File: config.mk
export PLATFORM = sky130hd
export DESIGN_NAME = cpu_mem_unit
export DESIGN_NICKNAME = d
export VERILOG_FILES = /design/src/rtl/cpu_pkg.sv /design/src/rtl/cpu_mem_array.sv /design/src/rtl/cpu_mem_unit.sv
export SDC_FILE = /design/constraint.sdc
export NUM_CORES = 1
export LEC_CHECK = 0
export BUFFER_PORTS_ARGS = -buffer_cell sky130_fd_sc_hd__buf_2
export CELL_PAD_IN_SITES_DETAIL_PLACEMENT = 1
export CELL_PAD_IN_SITES_GLOBAL_PLACEMENT = 2
export CORE_MARGIN = 3
export CORE_UTILIZATION = 49
export CTS_CLUSTER_SIZE = 16
export DETAILED_ROUTE_END_ITERATION = 12
export PLACE_DENSITY_LB_ADDON = 0.1
export REMOVE_ABC_BUFFERS = 1
export SLEW_MARGIN = 30
export SYNTH_ARGS = -nofsm -noshare
export SYNTH_HDL_FRONTEND = slang
export SYNTH_SLANG_ARGS = --single-unit
export TNS_END_PERCENT = 50
File: constraint.sdc
create_clock -name clock -period 4.1 [get_ports clock]
set_input_delay 0.41 -clock clock [delete_from_list [all_inputs] [get_ports clock]]
set_output_delay 0.41 -clock clock [all_outputs]
set_load 0.05 [all_outputs]
File: src/rtl/cpu_pkg.sv
// Shared definitions for the accumulator CPU and its data memory stage.
// Holds widths, the memory FSM state type and CPU opcode constants.
package cpu_pkg;

    localparam int DATA_W = 16;
    localparam int ADDR_W = 11;
    localparam int DEPTH  = 64;
    localparam int IDX_W  = $clog2(DEPTH);

    typedef enum logic [1:0] {
        IDLE,
        WAIT,
        RESP
    } state_t;

    localparam logic [3:0] OP_LOAD   = 4'd1;
    localparam logic [3:0] OP_STORE  = 4'd2;
    localparam logic [3:0] OP_ADD    = 4'd3;
    localparam logic [3:0] OP_SUB    = 4'd4;
    localparam logic [3:0] OP_MUL    = 4'd5;
    localparam logic [3:0] OP_DIV    = 4'd6;
    localparam logic [3:0] OP_BRANCH = 4'd7;
    localparam logic [3:0] OP_BRZ    = 4'd8;

    // Even parity: the stored bit makes the total count of ones even.
    function automatic logic even_par(input logic [DATA_W-1:0] d);
        return ^d;
    endfunction

endpackage

File: src/rtl/cpu_mem_array.sv
// DEPTH x DATA_W storage, one write port and one registered read port.
// Build option CPU_MEM_PARITY_EN adds a parity bit per word.
module cpu_mem_array
    import cpu_pkg::*;
(
    input  logic              clock,
    input  logic              reset_n,
    input  logic              we,
    input  logic              re,
    input  logic [IDX_W-1:0]  waddr,
    input  logic [IDX_W-1:0]  raddr,
    input  logic [DATA_W-1:0] wdata,
`ifdef CPU_MEM_PARITY_EN
    input  logic              par_flip,
    output logic              par_err,
`endif
    output logic [DATA_W-1:0] rdata
);

    logic [DATA_W-1:0] mem [DEPTH];

    always_ff @(posedge clock) begin
        if (we) begin
            mem[waddr] <= wdata;
        end
    end

    // Read register holds its value between reads; the array itself has no reset.
    always_ff @(posedge clock) begin
        if (!reset_n) begin
            rdata <= '0;
        end else if (re) begin
            rdata <= mem[raddr];
        end
    end

`ifdef CPU_MEM_PARITY_EN
    logic par_mem [DEPTH];

    always_ff @(posedge clock) begin
        if (we) begin
            par_mem[waddr] <= even_par(wdata) ^ par_flip;
        end
    end

    always_ff @(posedge clock) begin
        if (!reset_n) begin
            par_err <= 1'b0;
        end else begin
            par_err <= re && (even_par(mem[raddr]) != par_mem[raddr]);
        end
    end
`endif

endmodule

File: src/rtl/cpu_mem_unit.sv
// Handshaked data memory stage with configurable wait states.
// Build option CPU_MEM_PARITY_EN adds par_inject / par_err.
module cpu_mem_unit
    import cpu_pkg::*;
#(
    parameter int unsigned WAIT_STATES = 1
) (
    input  logic              clock,
    input  logic              reset_n,
    input  logic              req_valid,
    output logic              req_ready,
    input  logic              rd,
    input  logic              wr,
    input  logic [ADDR_W-1:0] addr,
    input  logic [DATA_W-1:0] wdata,
    output logic [DATA_W-1:0] rdata,
    output logic              done,
    output logic              err,
`ifdef CPU_MEM_PARITY_EN
    input  logic              par_inject,
    output logic              par_err,
`endif
    output logic              busy
);

    // Counter runs one past WAIT_STATES so done lands 2+WAIT_STATES after accept.
    localparam logic [4:0] LAST = 5'(WAIT_STATES + 1);

    state_t            state;
    logic [4:0]        cnt;
    logic [ADDR_W-1:0] addr_q;
    logic [DATA_W-1:0] data_q;
    logic              rd_q;
    logic              wr_q;
    logic              err_q;
    logic              last;
    logic              legal;
    logic              we;
    logic              re;

    assign last  = (state == WAIT) && (cnt == LAST);
    assign legal = (addr_q < ADDR_W'(DEPTH)) && (rd_q ^ wr_q);
    assign we    = reset_n && last && legal && wr_q;
    assign re    = reset_n && last && legal && rd_q;

    always_ff @(posedge clock) begin
        if (!reset_n) begin
            state     <= IDLE;
            cnt       <= '0;
            req_ready <= 1'b1;
            busy      <= 1'b0;
            done      <= 1'b0;
            err_q     <= 1'b0;
            addr_q    <= '0;
            data_q    <= '0;
            rd_q      <= 1'b0;
            wr_q      <= 1'b0;
        end else begin
            unique case (state)
                IDLE: begin
                    if (req_valid) begin
                        state     <= WAIT;
                        cnt       <= '0;
                        req_ready <= 1'b0;
                        busy      <= 1'b1;
                        addr_q    <= addr;
                        data_q    <= wdata;
                        rd_q      <= rd;
                        wr_q      <= wr;
                    end
                end
                WAIT: begin
                    if (cnt == LAST) begin
                        state <= RESP;
                        done  <= 1'b1;
                        err_q <= !legal;
                    end else begin
                        cnt <= cnt + 5'd1;
                    end
                end
                RESP: begin
                    state     <= IDLE;
                    done      <= 1'b0;
                    err_q     <= 1'b0;
                    busy      <= 1'b0;
                    req_ready <= 1'b1;
                end
                default: state <= IDLE;
            endcase
        end
    end

`ifdef CPU_MEM_PARITY_EN
    logic inj_q;
    logic par_hit;

    always_ff @(posedge clock) begin
        if (!reset_n) begin
            inj_q <= 1'b0;
        end else if (state == IDLE && req_valid) begin
            inj_q <= par_inject;
        end
    end

    assign par_err = par_hit;
    assign err     = err_q | par_hit;
`else
    assign err = err_q;
`endif

    cpu_mem_array u_array (
        .clock    (clock),
        .reset_n  (reset_n),
        .we       (we),
        .re       (re),
        .waddr    (addr_q[IDX_W-1:0]),
        .raddr    (addr_q[IDX_W-1:0]),
        .wdata    (data_q),
`ifdef CPU_MEM_PARITY_EN
        .par_flip (inj_q),
        .par_err  (par_hit),
`endif
        .rdata    (rdata)
    );

endmodule
==> metrics.md, run 1 <==
| Metric | Value |
|---|---|
| Status | `finished, final reports clean` |
| Critical Path Start | `cnt[1]` |
| Hold buffers post-CTS | `27` |
| Syn_area_per_cell | `roughly 18 µm²` |
| Overall Power | `~0.024 W` |
| Async set-reset flop share out of synthesis | `0%` |
| Cell area power density | `approximately 490 nW/µm²` |
| Final hold viol count | `0` |
| Clk pin slew, worst setup/hold paths | `60 ps` |
| Crit. End Element | `flip-flop` |
| Fin Setup TNS | `0 ps` |
| Synthesis-to-layout area growth | `15.3%` |
| DR DRC count | `0` |
| Grt ovf | `0` |
| Most frequent cells after synthesis | `edfxtp_1 (1024), mux2i_1 (203), nand2_1 (117)` |
| Max Freq | `270 MHz` |
| Iter 0 DRT Violations | `~2700` |
| DP HPWL | `a little under 80000 µm` |
| R2R Path Start | `cnt[1]` |
| Placeable Area | `about 84000 µm²` |
| Combinational Power Share | `5.4%` |
| RSZ-0062 raised after global routing | `no` |
| Die ar. | `roughly 88000 µm²` |
| First-pass GRT wire length | `~180000 µm` |
| Initial Utilization | `about half` |
| Slew @ Worst Pin | `between 1000 and 1500 ps` |
| Die X | `297 µm` |
| Clock Skews | `30.3 ps` |
| WP data arrival | `~4000 ps` |
| Share of the synthesized area in the top cell type | `74.1%` |
| Clock Tree Buf Depth | `3` |
| CTS tree | `done` |
| Final setup violation count | `0` |
| Die Height | `a little under 300 µm` |
| CTS buffer count | `110` |
| Antenna Nets Post-Route | `0` |
| Vias per inst | `6.33` |
| Root Driver | `clkbuf_16` |
| Total I/O pin count | `52` |
| H-tree levels | `3` |
| Fin crit period | `around 3700 ps` |
| Clock Sink Count | `1080` |
| Number of global-route vias before repair | `24400` |
| Crit path to | `u_array.mem[35][4]` |
| Fraction of layout cells with a size suffix above 1 | `roughly 21%` |
| Initial antenna violation count | `2` |
| Switch share | `around 22%` |
| Post-Synthesis Cells | `approximately 2300` |
| Max_cap viols | `0` |
| Crit share post-route | `90.2%` |
| Routed WL | `128000 µm` |
| Worst Setup Path Type | `flip-flop to flip-flop` |
| Antenna Cells | `0` |
| Mapped Area | `41500 µm²` |
| Internal | `between 0.015 and 0.02 W` |
| Synth area leader | `edfxtp_1` |
| Synth area leaders | `edfxtp_1 (74%), mux4_2 (5.0%), mux2i_1 (4.9%)` |
| Startpoint Class | `flip-flop` |
| Placement Rows | `about 110` |
| EDFF count, synth | `roughly 1000` |
| Dpl ws | `about 380 ps` |
| Reg2Reg Setup Slack | `about 400 ps` |
| Clock share of power | `between 40% and 50%` |
| CP Data Required Time | `4440 ps` |
| Port bufs | `between 50 and 60` |
| Netlist cell types | `67` |
| First-pass DRT Iterations | `5` |
| Warnings from Yosys | `0` |
| Skew-Pair Late Insertion Delay | `a little under 700 ps` |
| Leakage | `15.9 nW` |
| R2R depth | `7` |
| Top-count cell post-synth | `edfxtp_1` |
| Max-Slew Margin vs Limit | `26.6%` |
| Fin. max-slew vios | `0` |
| Maximum VDD drop | `roughly 0.00036 V` |
| Pin count of the biggest net entering global routing | `66` |
| Worst Hold Class | `input pin to flip-flop` |
| Synth Flop Type | `edfxtp_1` |
| Final setup margin | `about 400 ps` |
| Sequential-to-total area share from yosys stat | `approximately three quarters` |
| Yosys reg bits | `between 1000 and 1500` |
| Drt wl/cell | `34.1 µm` |
| Gp weighted congestion | `0.898` |
| Total GRT Usage | `a little under 30%` |
| Worst-path fanout max | `16` |
| Post-CTS sizing | `0` |
| Postcts setup bufs | `0` |
| Psw | `approximately 0.0052 W` |
| FF-to-FF End | `u_array.mem[35][4]` |
| Register share of total power | `a little over half` |
| # nets final | `around 2600` |
| Vias | `23700` |
## how the worst min path moves through the flow
stage / startpoint / depth (start not counted) / endpoint / slack (ps)
floorplan: rd_q / 2 / rd_q / 440
global placement: busy / 2 / busy / 440
detailed placement: busy / 2 / busy / 460
CTS: addr[5] / 3 / addr_q[5] / 30
global route: addr[5] / 3 / addr_q[5] / 50
finish: addr[5] / 3 / addr_q[5] / 60
## logic make-up after synthesis
logic type,after synthesis,share of synthesized area (%)
adders and majority gates,2,0.0603
muxes,321,10.6
DFF,1080,76.8
buffers and inverters,151,1.82
xor gates and xnor gates,3,0.0633
AOI/OAI and AO/OA,414,7.00
and+or+nand+nor,320,3.67
## power by group through the flow
stage / clock [W] / combinational, W / sequential, W
floorplan: 0 / 0.000664 / 0.0126
global placement: 0 / 0.00121 / 0.0125
detailed placement: 0 / 0.00123 / 0.0125
CTS: 0.0102 / 0.00126 / 0.0123
global route: 0.0106 / 0.00133 / 0.0123
finish: 0.0100 / 0.00127 / 0.0123
## layout by cell type, fill, tap and decap left out, types with 15 or more instances in the layout
master,count
a221oi_1,108
dfxtp_1,37
mux4_2,93
clkinv_2,27
clkbuf_1,29
mux2_2,25
dfxtp_2,15
o21ai_0,62
mux2i_1,203
nand3_1,19
nor2_1,101
o22ai_1,75
buf_2,51
buf_4,174
edfxtp_1,1024
dlygate4sd3_1,27
clkbuf_16,110
nand2_1,117
a22oi_1,41
a21oi_1,60
## per-stage QoR
step	hold WS (ps)	std cells	util, %	area, µm²
after floorplan	445	2149	-	40800
after global placement	438	3515	52.5	44000
after detailed placement	459	3515	52.5	44000
after CTS	28.8	3747	57.1	47800
after global routing	45.7	3748	57.1	47900
final	63.2	3748	57.1	47900
## registers in the layout (all words and copies together) (netlist names)
name,count
data_q,16
addr_q,11
done,1
cnt,5
wr_q,1
busy,1
u_array.rdata,16
req_ready,1
rd_q,1
state,2
err,1
u_array.mem,1024
## worst max-delay path, stage by stage (launching register included)
cell     delay [ps]
dfxtp_1         390
ha_1            170
nor4b_4         410
nand3_4         160
nor4_1          780
nand2_1         830
nor2_1          300
buf_4           320
## area by class of cell
class / instances / area [µm²]
Fill cell: 7458 / 36000
Sequential cell: 1080 / 31900
Multi-Input combinational cell: 1060 / 8930
Clock buffer: 143 / 2920
Timing Repair Buffer: 260 / 1980
Tap cell: 1134 / 1420
Clock inverter: 62 / 669
Inverter: 9 / 35.0
## per-layer routing
metal	GRT usage [%]	part of all wire (%)
met5	0	0
met1	39.6	40
met2	46.5	48
met3	5.67	8.1
met4	10.5	3.7
No activity file was read; power rests on OpenSTA's default activity.
==> run 2: changes to the inputs <==
- RECOVER_POWER: not set -> 100
==> run 2 against run 1 <==
- the run now ends with capacitance limit, slew limit left
- register-to-register slack worse by 210 ps
- sequential power about the same
- global-route usage unchanged
- clock skew down 1.7 ps
- utilization down 0.39 points
- via count up 0.32%
- critical path type unchanged
- critical endpoint is now u_array.mem[33][13]
==> metrics.md, run 2 (synthesis results as in run 1) <==
| Metric | Value |
|---|---|
| Fin Setup TNS | `0 ps` |
| Crit path to | `u_array.mem[33][13]` |
| Reg2Reg Setup Slack | `~190 ps` |
| Cell area power density | `approximately 500 nW/µm²` |
| First-pass GRT wire length | `about 180000 µm` |
| Clock Tree Buf Depth | `3` |
| Final setup margin | `between 150 and 200 ps` |
| FF-to-FF End | `u_array.mem[33][13]` |
| Clock Sink Count | `between 1000 and 1500` |
| Cell count after placement | `3515` |
| Top reg by flops | `u_array.mem` |
| Antenna Nets Post-Route | `0` |
| Total GRT Usage | `~29%` |
| Vias | `23800` |
| CTS tree | `done` |
| Root Driver | `clkbuf_16` |
| Final core utilization | `56.7%` |
| Drt wl/cell | `between 30 and 40 µm` |
| Placement Rows | `around 110` |
| Slew @ Worst Pin | `~3500 ps` |
| Number of global-route vias before repair | `between 20000 and 25000` |
| WP data arrival | `~4200 ps` |
| Synthesis-to-layout area growth | `14.5%` |
| Postcts setup bufs | `0` |
| Post-CTS sizing | `0` |
| Hold slack final | `65.6 ps` |
| Worst Hold Class | `input pin to flip-flop` |
| DP HPWL | `roughly 80000 µm` |
| Hold buffers post-CTS | `27` |
| Max Freq | `approximately 260 MHz` |
| Final setup violation count | `0` |
| Critical-path cell list | `nor2b_4 > clkbuf_1 > nand2_1 > clkbuf_2 > nor2_1 > clkbuf_2` |
| Die Height | `approximately 300 µm` |
| Crit. End Element | `flip-flop` |
| Initial antenna violation count | `1` |
| CTS buffer count | `110` |
| Non-Filler Instances | `approximately 3700` |
| Die ar. | `just under 90000 µm²` |
| Crit share post-route | `95.3%` |
| Grt ovf | `0` |
| Commonest non-fill, non-tap cells in the layout | `edfxtp_1 (1024), mux2i_1 (203), nand2_1 (117)` |
| Vias per inst | `approximately 6.4` |
| Top flop regs | `u_array.mem (1024), data_q (16), u_array.rdata (16)` |
| R2R depth | `6` |
| CP Data Required Time | `~4400 ps` |
| First-pass DRT Iterations | `5` |
| Initial Utilization | `around half` |
| Startpoint Class | `flip-flop` |
| Status | `finished, violations left` |
| Skew-Pair Late Insertion Delay | `between 600 and 700 ps` |
| Critical Path Start | `addr_q[0]` |
| Most common cell after layout, fill and taps aside | `edfxtp_1` |
| H-tree levels | `3` |
| Most common cell on crit path | `clkbuf_2` |
| Maximum VDD drop | `around 0.00036 V` |
| Pin count of the biggest net entering global routing | `66` |
| Dpl ws | `~380 ps` |
| Iter 0 DRT Violations | `roughly 2700` |
| Critical path's largest stage delay | `between 800 and 900 ps` |
| Fin crit period | `between 3000 and 4000 ps` |
| Fin. max-slew vios | `~760` |
| Max-Slew Margin vs Limit | `-130%` |
| Total I/O pin count | `52` |
| Routed WL | `approximately 130000 µm` |
| Die X | `297 µm` |
| Gp weighted congestion | `~0.9` |
| # nets final | `about 2600` |
| Worst-path fanout max | `40` |
| Clk pin slew, worst setup/hold paths | `about 60 ps` |
| Fraction of layout cells with a size suffix above 1 | `a little under a fifth` |
| RSZ-0062 raised after global routing | `no` |
| Max_cap viols | `18` |
| Worst Setup Path Type | `flip-flop to flip-flop` |
| Max reg flops | `1024` |
| Failing checks | `capacitance limit, slew limit` |
| Final hold viol count | `0` |
| Leakage | `approximately 16 nW` |
| Placeable Area | `about 84000 µm²` |
| Port bufs | `between 50 and 60` |
| CP max stage cell | `dfxtp_4` |
| R2R Path Start | `addr_q[0]` |
| DR DRC count | `0` |
| Clock Skews | `between 20 and 30 ps` |
-- run 2: cell types whose count changed in the layout (fill, tap and decap cells not counted), sizes merged --
cell    before  now
buf        233  131
clkbuf     143  245
clkinv      42   41
diode        0    1
inv         11   12
-- run 2: cell type report --
class                      instances  area (µm²)
antenna                            1        2.50
clock buffer                     143        2920
clock inverter                    62         669
fill                            7499       36300
inverter                           9        33.8
multi-input combinational       1060        8930
sequential                      1080       31900
tap                             1134        1420
timing repair buffer             260        1680
-- run 2: worst max-delay path: cells and delay by family (launching register included) --
kind	cells	cell delay, ps
AND/OR/NAND/NOR	3	1110
flip-flops	1	890
buffers and inverters	3	1450
-- run 2: layer usage --
metal / up-vias / wire, µm / track usage, %
met2: 1020 / 61600 / 46.5
met5: - / 0 / 0
met4: 0 / 4920 / 10.5
li1: 9836 / - / -
met1: 12700 / 51300 / 39.6
met3: 227 / 10200 / 5.67
-- run 2: worst min-delay path by stage --
stage / from / to / slack (ps) / cells after the start
floorplan: rd_q / rd_q / 440 / 2
global placement: busy / busy / 440 / 2
detailed placement: busy / busy / 460 / 2
CTS: addr[5] / addr_q[5] / 30 / 3
global route: addr[5] / addr_q[5] / 50 / 3
finish: addr[5] / addr_q[5] / 70 / 3
-- run 2: metrics by stage --
stage	cell area (µm²)	power [W]
after floorplan	40800	0.0132
after global placement	44000	0.0137
after detailed placement	44000	0.0137
after CTS	47800	0.0237
after global routing	47500	0.0242
final	47500	0.0236
-- run 2: where the power goes --
group	internal [W]	total (W)	switching [W]
clock	0.00578	0.0100	0.00424
combinational	0.000418	0.00126	0.000837
sequential	0.0121	0.0123	0.000156
==> run 3: changes to the inputs <==
- ABC_AREA: not set -> 1
- CORE_UTILIZATION: 49 -> 43
==> run 3 against run 2 <==
- the run still ends with capacitance limit, slew limit left
- clock power barely moved
- combinational power rose by 35%
- first-iteration DRC count fell by 15%
- via count rose by 25%
- critical endpoint is now u_array.rdata[10]
- clock skew fell by 7.4 ps
- synthesized cell count rose by 83%
==> metrics.md, run 3 <==
| Metric | Value |
|---|---|
| FF-to-FF End | `u_array.rdata[10]` |
| Post-Synthesis Cells | `roughly 4200` |
| Clk pin slew, worst setup/hold paths | `60 ps` |
| Final hold viol count | `0` |
| Crit share post-route | `88.0%` |
| Fin Setup TNS | `0 ps` |
| R2R Path Start | `addr_q[0]` |
| Clock Tree Buf Depth | `3` |
| Max_cap viols | `22` |
| EDFF count, synth | `approximately 1000` |
| Iter 0 DRT Violations | `around 2300` |
| Die X | `around 330 µm` |
| Sequential-to-total area share from yosys stat | `70.4%` |
| Fin. max-slew vios | `approximately 830` |
| Die ar. | `109000 µm²` |
| Max-Slew Margin vs Limit | `-67.7%` |
| Register area | `roughly 32000 µm²` |
| Routed WL | `135000 µm` |
| Crit. End Element | `flip-flop` |
| Status | `finished, violations left` |
| DP HPWL | `about 81000 µm` |
| Fillers | `about 11000` |
| Total I/O pin count | `52` |
| Multi-input gate area | `about 9800 µm²` |
| Clock share of power | `41.3%` |
| Initial Utilization | `between 40% and 50%` |
| Combinational Power Share | `7.1%` |
| Slew @ Worst Pin | `2520 ps` |
| Mapped Area | `between 40000 and 50000 µm²` |
| Leakage | `20.9 nW` |
| Switch share | `around a quarter` |
| Vias per inst | `~5.1` |
| Worst Hold Path Cells | `3` |
| Hold endpoint | `addr_q[0]` |
| Initial antenna violation count | `10` |
| Register share of total power | `between 50% and 60%` |
| Synthesis-to-layout area growth | `13.0%` |
| Drt wl/cell | `around 23 µm` |
| Yosys reg bits | `between 1000 and 1500` |
| Reg2Reg Setup Slack | `490 ps` |
| Port bufs | `51` |
| Placement Rows | `118` |
| Max reg flops | `approximately 1000` |
| Netlist cell types | `32` |
| Clock Skews | `around 21 ps` |
| Dpl ws | `between 600 and 700 ps` |
| Top flop regs | `u_array.mem (1024), data_q (16), u_array.rdata (16)` |
| Clock Sink Count | `1080` |
| Maximum VDD drop | `approximately 0.00035 V` |
| Synth area leaders | `edfxtp_1 (68%), nand2_1 (8.6%), inv_1 (5.9%)` |
| Commonest non-fill, non-tap cells in the layout | `nand2_1 (1038), edfxtp_1 (1024), inv_1 (715)` |
| Final setup margin | `~500 ps` |
| Failing checks | `capacitance limit, slew limit` |
| Grt ovf | `0` |
| R2R depth | `11` |
| Internal | `approximately 0.018 W` |
| Synth area leader | `edfxtp_1` |
| Synth Flop Type | `edfxtp_1` |
| Fraction of layout cells with a size suffix above 1 | `between 8 and 9%` |
| Worst Setup Path Type | `flip-flop to flip-flop` |
| Placeable Area | `104000 µm²` |
| Share of the synthesized area in the top cell type | `68.0%` |
| Antenna Cells | `0` |
| Number of global-route vias before repair | `29900` |
| Warnings from Yosys | `0` |
| Post-DP Area | `approximately 48000 µm²` |
| Async set-reset flop share out of synthesis | `0%` |
| Max Freq | `between 200 and 300 MHz` |
| H-tree levels | `3` |
| Top reg by flops | `u_array.mem` |
| WP data arrival | `roughly 4200 ps` |
| Root Driver | `clkbuf_16` |
| Gp weighted congestion | `roughly 0.81` |
| HP Start | `addr[0]` |
| RSZ-0062 raised after global routing | `no` |
| Psw | `about 0.0057 W` |
| Die Height | `roughly 330 µm` |
| First-pass DRT Iterations | `5` |
| Worst Hold Class | `input pin to flip-flop` |
| Postcts setup bufs | `0` |
| Most common cell after layout, fill and taps aside | `nand2_1` |
| Syn_area_per_cell | `around 11 µm²` |
| Vias | `about 30000` |
| Final setup violation count | `0` |
| Startpoint Class | `flip-flop` |
| Skew-Pair Late Insertion Delay | `between 600 and 700 ps` |
| Pin count of the biggest net entering global routing | `122` |
| Design area | `51100 µm²` |
| Worst-path fanout max | `54` |
| CTS buffer count | `between 100 and 150` |
| # nets final | `about 4400` |
| Total GRT Usage | `between 20% and 30%` |
| Fin crit period | `about 3600 ps` |
| Most frequent cells after synthesis | `nand2_1 (1039), edfxtp_1 (1024), inv_1 (716)` |
| Top-count cell post-synth | `nand2_1` |
| First-pass GRT wire length | `between 150000 and 200000 µm` |
| Antenna Nets Post-Route | `0` |
| Cell area power density | `between 400 and 500 nW/µm²` |
| CP Data Required Time | `~4700 ps` |
| CTS tree | `done` |
| DR DRC count | `0` |
## run 3: what timing repair did
action	in CTS	in global routing
endpoints found under the hold margin	23	0
hold buffers	23	0
gates resized for setup	0	0
## run 3: cell type report
type,instances,share of cell area (%)
Timing Repair Buffer,232,2.97
Sequential cell,1080,62.4
Clock buffer,152,6.09
Tap cell,1380,3.38
Inverter,720,5.30
Clock inverter,59,0.825
Multi-Input combinational cell,2194,19.1
## run 3: layer usage
metal / GRT usage [%] / part of all wire (%) / vias up / routed length [µm]
met2: 41.4 / 48 / 653 / 65200
met5: 0 / 0.0082 / - / 11
met4: 7.13 / 2.9 / 2 / 3960
li1: - / - / 14000 / -
met1: 33.6 / 44 / 14900 / 58700
met3: 3.58 / 5.0 / 180 / 6720
## run 3: how the worst max path moves through the flow
stage / depth (start not counted) / startpoint / end / slack, ps
3_5_place_dp: 11 / cnt[0] / u_array.mem[36][7] / 700
4_1_cts: 11 / cnt[0] / u_array.mem[36][4] / 750
5_1_grt: 12 / cnt[0] / u_array.mem[52][11] / 270
6_report: 11 / addr_q[0] / u_array.rdata[10] / 490
3_3_place_gp: 11 / cnt[0] / u_array.mem[21][1] / 650
2_1_floorplan: 3 / addr_q[0] / u_array.mem[0][0] / -19680
## run 3: power by group through the flow
stage / Combinational (W) / Sequential, W / Clock, W
after detailed placement: 0.00172 / 0.0126 / 0
after global placement: 0.00170 / 0.0126 / 0
final: 0.00170 / 0.0124 / 0.00991
after CTS: 0.00174 / 0.0124 / 0.0101
after floorplan: 0.00100 / 0.0127 / 0
after global routing: 0.00187 / 0.0124 / 0.0106
## run 3: logic make-up after synthesis
group / after synthesis / synth area share (%)
flip-flops: 1080 / 70.4
AO/OA/AOI/OAI: 351 / 4.76
adder cells (fa/ha/maj): 2 / 0.0553
AND/OR/NAND/NOR: 1839 / 16.6
buffers and inverters: 915 / 8.15
XOR/XNOR: 2 / 0.0387
## run 3: through the flow
stage                     instances  power (W)  utilization, %  hold slack, ps
final                          5817     0.0240            49.2            54.7
after global routing           5817     0.0248            49.2            53.5
after CTS                      5816     0.0242            49.5            23.0
after detailed placement       5582     0.0143            45.9             442
after global placement         5581     0.0143            45.9             437
after floorplan                3994     0.0137               -             469
## run 3: worst max-delay path: stages, from the launching register on
cell and delay (ps):
dfxtp_2 860, inv_8 360, clkbuf_1 510, or2_2 440, nand2_1 60, nand2_1 50
o21ai_0 460, nand2_1 100, nor2_1 370, nand3_1 120, nand2_1 90, inv_1 30
